`src/rtl/aes_pkg.sv`:
```
// Shared encodings for the AES stream front end: command codes, block width,
// cipher mode constants and dispatch FSM states.
package aes_pkg;

  localparam int unsigned BLOCK_W = 128;

  typedef enum logic [1:0] {
    CMD_IDLE = 2'b00,
    CMD_KEY  = 2'b01,
    CMD_PT   = 2'b10,
    CMD_IV   = 2'b11
  } cmd_e;

  localparam logic MODE_ECB = 1'b0;
  localparam logic MODE_CBC = 1'b1;

  typedef enum logic [1:0] {
    ST_IDLE  = 2'd0,
    ST_START = 2'd1,
    ST_BUSY  = 2'd2
  } state_e;

endpackage

```
`src/rtl/aes_block_fifo.sv`:
```
// Plaintext block FIFO: power-of-two depth, head is visible combinationally,
// a push and a pop on the same edge leave the occupancy unchanged.
module aes_block_fifo
  import aes_pkg::*;
#(
  parameter int unsigned DEPTH = 4,
  parameter int unsigned WIDTH = BLOCK_W
) (
  input  logic                   clk,
  input  logic                   rst_,
  input  logic                   push,
  input  logic [WIDTH-1:0]       push_data,
  input  logic                   pop,
  output logic [WIDTH-1:0]       head,
  output logic                   full,
  output logic                   empty,
  output logic [$clog2(DEPTH):0] count
);

  localparam int unsigned AW = $clog2(DEPTH);
  localparam logic [AW:0] FULL_CNT = (AW+1)'(DEPTH);

  logic [WIDTH-1:0] r_mem [DEPTH];
  logic [AW-1:0]    r_wr_ptr;
  logic [AW-1:0]    r_rd_ptr;
  logic [AW:0]      r_count;
  logic             w_push_ok;
  logic             w_pop_ok;

  assign full      = (r_count == FULL_CNT);
  assign empty     = (r_count == '0);
  assign w_push_ok = push && !full;
  assign w_pop_ok  = pop && !empty;
  assign head      = r_mem[r_rd_ptr];
  assign count     = r_count;

  always_ff @(posedge clk) begin
    if (w_push_ok) r_mem[r_wr_ptr] <= push_data;
  end

  always_ff @(posedge clk or posedge rst_) begin
    if (rst_) begin
      r_wr_ptr <= '0;
      r_rd_ptr <= '0;
      r_count  <= '0;
    end else begin
      if (w_push_ok) r_wr_ptr <= AW'(r_wr_ptr + 1'b1);
      if (w_pop_ok)  r_rd_ptr <= AW'(r_rd_ptr + 1'b1);
      case ({w_push_ok, w_pop_ok})
        2'b10:   r_count <= r_count + 1'b1;
        2'b01:   r_count <= r_count - 1'b1;
        default: r_count <= r_count;
      endcase
    end
  end

endmodule

```
`src/rtl/aes_stream_frontend.sv`:
```
// AES stream front end: assembles key/IV/plaintext beats MSB-first into 128-bit
// blocks, queues plaintext blocks and dispatches them to the engine in ECB or CBC.
module aes_stream_frontend
  import aes_pkg::*;
#(
  parameter int unsigned BUS_W = 8,
  parameter int unsigned DEPTH = 4
) (
  input  logic                   clk,
  input  logic                   rst_,
  input  logic [BUS_W-1:0]       din,
  input  logic [1:0]             cmd,
  input  logic                   mode,
  output logic                   ready,
  output logic                   cfg_ready,
  output logic                   engine_start,
  output logic [BLOCK_W-1:0]     plain_out,
  output logic [BLOCK_W-1:0]     key_out,
  input  logic                   engine_done,
  input  logic [BLOCK_W-1:0]     cipher_in,
  output logic [$clog2(DEPTH):0] fifo_count,
  output logic                   err
);

  localparam int unsigned BEATS = BLOCK_W / BUS_W;
  localparam int unsigned CNT_W = $clog2(BEATS);

  state_e             r_state;
  cmd_e               r_part_type;
  logic [CNT_W-1:0]   r_beat_cnt;
  logic [BLOCK_W-1:0] r_asm;
  logic [BLOCK_W-1:0] r_chain;
  logic               r_key_valid;
  logic               r_mode;

  cmd_e               w_cmd;
  logic               w_beat;
  logic               w_accept;
  logic               w_mix;
  logic               w_last;
  logic               w_push;
  logic               w_pop;
  logic               w_full;
  logic               w_empty;
  logic [BLOCK_W-1:0] w_block;
  logic [BLOCK_W-1:0] w_head;

  assign w_cmd     = cmd_e'(cmd);
  assign w_beat    = (w_cmd != CMD_IDLE);
  assign ready     = !w_full;
  assign cfg_ready = (r_state == ST_IDLE) && w_empty;
  assign w_accept  = w_beat && ((w_cmd == CMD_PT) ? ready : cfg_ready);
  // A beat of another type abandons the partial block and restarts at beat 0.
  assign w_mix     = w_beat && (r_beat_cnt != '0) && (w_cmd != r_part_type);
  assign w_last    = w_accept && !w_mix && (r_beat_cnt == CNT_W'(BEATS - 1));
  assign w_block   = {r_asm[BLOCK_W-BUS_W-1:0], din};
  assign w_push    = w_last && (w_cmd == CMD_PT);
  assign w_pop     = (r_state == ST_BUSY) && engine_done;

  aes_block_fifo #(
    .DEPTH (DEPTH),
    .WIDTH (BLOCK_W)
  ) u_fifo (
    .clk       (clk),
    .rst_      (rst_),
    .push      (w_push),
    .push_data (w_block),
    .pop       (w_pop),
    .head      (w_head),
    .full      (w_full),
    .empty     (w_empty),
    .count     (fifo_count)
  );

  // Beat assembly, key commit and sticky protocol error.
  always_ff @(posedge clk or posedge rst_) begin
    if (rst_) begin
      r_beat_cnt  <= '0;
      r_part_type <= CMD_IDLE;
      r_asm       <= '0;
      key_out     <= '0;
      r_key_valid <= 1'b0;
      r_mode      <= MODE_ECB;
      err         <= 1'b0;
    end else begin
      if (w_mix || (w_beat && !w_accept)) err <= 1'b1;
      if (w_mix) r_beat_cnt <= '0;
      if (w_accept) begin
        r_asm       <= w_block;
        r_part_type <= w_cmd;
        if (w_last)     r_beat_cnt <= '0;
        else if (w_mix) r_beat_cnt <= CNT_W'(1);
        else            r_beat_cnt <= CNT_W'(r_beat_cnt + 1'b1);
      end
      if (w_last && (w_cmd == CMD_KEY)) begin
        key_out     <= w_block;
        r_mode      <= mode;
        r_key_valid <= 1'b1;
      end
    end
  end

  // Dispatch FSM; plain_out is captured in START and held through BUSY.
  always_ff @(posedge clk or posedge rst_) begin
    if (rst_) begin
      r_state      <= ST_IDLE;
      engine_start <= 1'b0;
      plain_out    <= '0;
      r_chain      <= '0;
    end else begin
      engine_start <= 1'b0;
      if (w_last && (w_cmd == CMD_IV)) r_chain <= w_block;
      case (r_state)
        ST_IDLE: begin
          if (!w_empty && r_key_valid) r_state <= ST_START;
        end
        ST_START: begin
          engine_start <= 1'b1;
          plain_out    <= (r_mode == MODE_CBC) ? (w_head ^ r_chain) : w_head;
          r_state      <= ST_BUSY;
        end
        ST_BUSY: begin
          if (engine_done) begin
            if (r_mode == MODE_CBC) r_chain <= cipher_in;
            r_state <= ST_IDLE;
          end
        end
        default: r_state <= ST_IDLE;
      endcase
    end
  end

endmodule

```
`config.mk`:
```
export PLATFORM = sky130hd
export DESIGN_NAME = aes_stream_frontend
export DESIGN_NICKNAME = d
export VERILOG_FILES = /design/src/rtl/aes_pkg.sv /design/src/rtl/aes_block_fifo.sv /design/src/rtl/aes_stream_frontend.sv
export SDC_FILE = /design/constraint.sdc
export NUM_CORES = 2
export LEC_CHECK = 0
export ABC_AREA = 1
export BUFFER_PORTS_ARGS = -buffer_cell sky130_fd_sc_hd__buf_2
export CAP_MARGIN = 20
export CORE_UTILIZATION = 53
export DETAILED_ROUTE_END_ITERATION = 7
export PLACE_DENSITY = 0.76
export SETUP_SLACK_MARGIN = 0.2
export SYNTH_ARGS = -nofsm -noshare
export SYNTH_HDL_FRONTEND = slang
export SYNTH_SLANG_ARGS = --single-unit
```
`constraint.sdc`:
```
create_clock -name clk -period 13.9 [get_ports clk]
set_clock_uncertainty 0.2 [all_clocks]
set_input_delay 0 -clock clk [delete_from_list [all_inputs] [get_ports clk]]
set_output_delay 0 -clock clk [all_outputs]
set_load 0.03 [all_outputs]
```
==> run metrics <==
vias after detailed routing=32300; asr flop ratio synth=between 50% and 60%; number of global-route vias before repair=around 32000; Tightest Pin Transition=between 1 and 1.5 ns; Avg Cell Area, Syn=approximately 11 um^2; drt drc=0; Area Growth Syn to Fin=22.6%; Post-Syn Area=41900 um^2; pwr dens=189 nW/um^2; register-to-register setup slack=9.01 ns; Static Leak=0.0212 uW; CP Capture Type=flop; Avg WL per Cell=20.8 um; ANT cells=0; CP Class=flop to flop; Worst EP arrival=approximately 5.3 ns; status=completed; Final min period=a little under 5 ns; die height=283 um; Reg clk slew, reported paths=approximately 0.06 ns; Final Hold Fails=0; worst hold path class=primary input to flop; Yosys top cell area share=36.7%; utilization after layout=about 66%; pin count of the biggest net entering global routing=160; setup TNS=0 ns; FF-to-FF path depth=12; Yosys warning total=0; Hold Startpoint=din[3]; worst setup path start=u_fifo.count[0]$_DFFE_PP0P_; critical path fanouts, max=74; Synth area leaders=edfxtp_1 (37%), dfrtp_1 (31%), nand2_1 (8.2%); post-synthesis cell count=3955; post-synth cell types=26; Core Box Area=77800 um^2; Clock Tree Buf Depth=3; Starting Density=53.8%; gr ovfl total=0; TritonCTS clock tree=done; Post-DRT Antenna Nets=0; Iter 0 DRT Violations=3482; clock sink count=1035; Reg-to-Reg Start=u_fifo.count[0]$_DFFE_PP0P_; area leader, netlist=edfxtp_1; worst skew pair latency=0.66 ns; CTS Root Cell=clkbuf_16; slowest CP cell=nand3_4; CTS H-tree depth=3; Final period util=35.2%; RSZ-0062 raised after global routing=false; IO Count=between 400 and 500; Slew Viols, Final=0; worst vdd ir=about 0.15 mV; cell mode on critical path=nand2_1; Final Setup Violations=0; Slew headroom=27.2%; Max Cap Violations=0; fmax=0.204 GHz; top-count cell post-synth=nand2_1; crit start category=flop; worst reg2reg endpoint=r_chain[2]$_DFF_PP0_; Detailed Routing Iterations Pass 1=5; Worst EP required=~14 ns; post-synthesis register bit count=1035; layout cells sized above 1=13.5%; final WL=118 mm; Crit path max-delay family=simple AND/OR/NAND/NOR gates; post-CTS setup buffers=0; CP max stage delay=0.77 ns; critical-path cell list=nor2_1, nand3_1, nand2_1, nand3_4, nor2_4, buf_4, nand3_4, buf_4, nand2_1, nand3_1, nand2_1, dlygate4sd3_1; Syn Nets=about 4100; Seq/Total Area, Yosys=67.9%; top_reg_cell synth=dfrtp_1; IO buf count=404; Setup crit end=r_chain[2]$_DFF_PP0_; initial antenna violation count=3; CTS buffer count=102; DPL Wire Length=about 67 mm; # rows=about 100; Crit. path cell count=12; Vias per Instance=5.66; GPL Wtd Cong=0.844; GRT Overall Usage=between 20 and 30%; die area=roughly 80000 um^2; die width=roughly 280 um; post-CTS sizing=0; fillers=~5500; first-pass GRT wire length=183 mm; crit path buf inv count=3; Total Nets Final=4719; EDFF count, synth=between 500 and 600; Synth top cells by count=nand2_1 (913), dfrtp_1 (523), edfxtp_1 (512)
## how the worst min path moves through the flow
stage,end,cells after the start
after floorplan,u_fifo.r_mem[0][0]$_DFFE_PP_,0
after global placement,r_chain[9]$_DFF_PP0_,3
after detailed placement,r_chain[125]$_DFF_PP0_,3
after CTS,key_out[3]$_DFFE_PP0P_,4
after global routing,key_out[1]$_DFFE_PP0P_,4
final,key_out[3]$_DFFE_PP0P_,4
## cell usage in the layout, fill, tap and decap left out, types with 6 or more instances in the layout
cell type and count:
a21oi_1 6, buf_2 404, buf_4 35, bufinv_16 7
clkbuf_1 25, clkbuf_16 103, clkbuf_8 22, clkinv_2 15
clkinvlp_4 6, dfrtp_1 520, dlygate4sd3_1 334, edfxtp_1 512
ha_1 7, inv_1 280, nand2_1 912, nand3_1 132
nand4_1 128, nor2_1 263, nor2_4 6, o21ai_0 482
o21ai_1 157, o22ai_1 130, xor2_1 132
## timing repair
action                                 4_1_cts  5_1_grt
hold buffers                               334        0
endpoints found under the hold margin      284        0
setup endpoints to repair                    0        0
## registers in the layout, indices dropped and copies added (netlist names)
| name | flops |
|---|---|
| r_state | 2 |
| plain_out | 128 |
| u_fifo.r_wr_ptr | 2 |
| r_mode | 1 |
| r_part_type | 2 |
| r_beat_cnt | 4 |
| err | 1 |
| r_asm | 120 |
| u_fifo.r_rd_ptr | 2 |
| u_fifo.count | 3 |
| key_out | 128 |
| r_key_valid | 1 |
| engine_start | 1 |
| r_chain | 128 |
| u_fifo.r_mem | 512 |
## tightest hold or removal path: stages
cell and delay, ns:
dlygate4sd3_1 0.54, buf_2 0.11, inv_1 0.06, o21ai_1 0.13
## through the flow
step | std cells | area, um^2 | worst slack, ns | hold slack (ns) | total power, uW
after global routing | 5697 | 51400 | 8.68 | 0.0442 | 10100
after floorplan | 3955 | 41900 | 6.19 | -0.101 | 5830
after CTS | 5696 | 51300 | 9.09 | 0.00651 | 9670
after detailed placement | 5170 | 44600 | 8.94 | 0.00852 | 6820
after global placement | 5170 | 44600 | 9.09 | 0.00915 | 6750
final | 5697 | 51400 | 9.01 | 0.0318 | 9710
## metal layers
| layer | routed length, um | part of all wire, % | global-route usage, % | up-vias |
|---|---|---|---|---|
| li1 | - | - | - | 14600 |
| met5 | 27 | 0.023 | 0 | - |
| met1 | 45400 | 38 | 37.3 | 15600 |
| met2 | 58500 | 49 | 49.1 | 1760 |
| met3 | 9430 | 8.0 | 5.05 | 368 |
| met4 | 5060 | 4.3 | 13.4 | 4 |
## area by class of cell
type                       count  area, um^2  area share [%]
sequential                  1035       28500            55.4
multi-input combinational   2368       11400            22.2
timing repair buffer         775        5680            11.0
clock buffer                 150        2970            5.79
tap                         1040        1300            2.53
inverter                     287        1090            2.13
clock inverter                42         460           0.896
## logic make-up after synthesis
kind of cell    share of synthesized area, %
compound gates                          9.64
xor+xnor                                2.80
fa+ha+maj                              0.257
buf+inv                                 5.13
flops                                   67.9
mux                                   0.0269
simple gates                            14.2
## power breakdown
group          switching (uW)  leakage, uW  internal (uW)
sequential                433       0.0110           3760
clock                    1180      0.00168           1620
combinational            1970      0.00852            741
total                    3580       0.0212           6120
(Power assumes the default switching activity.)
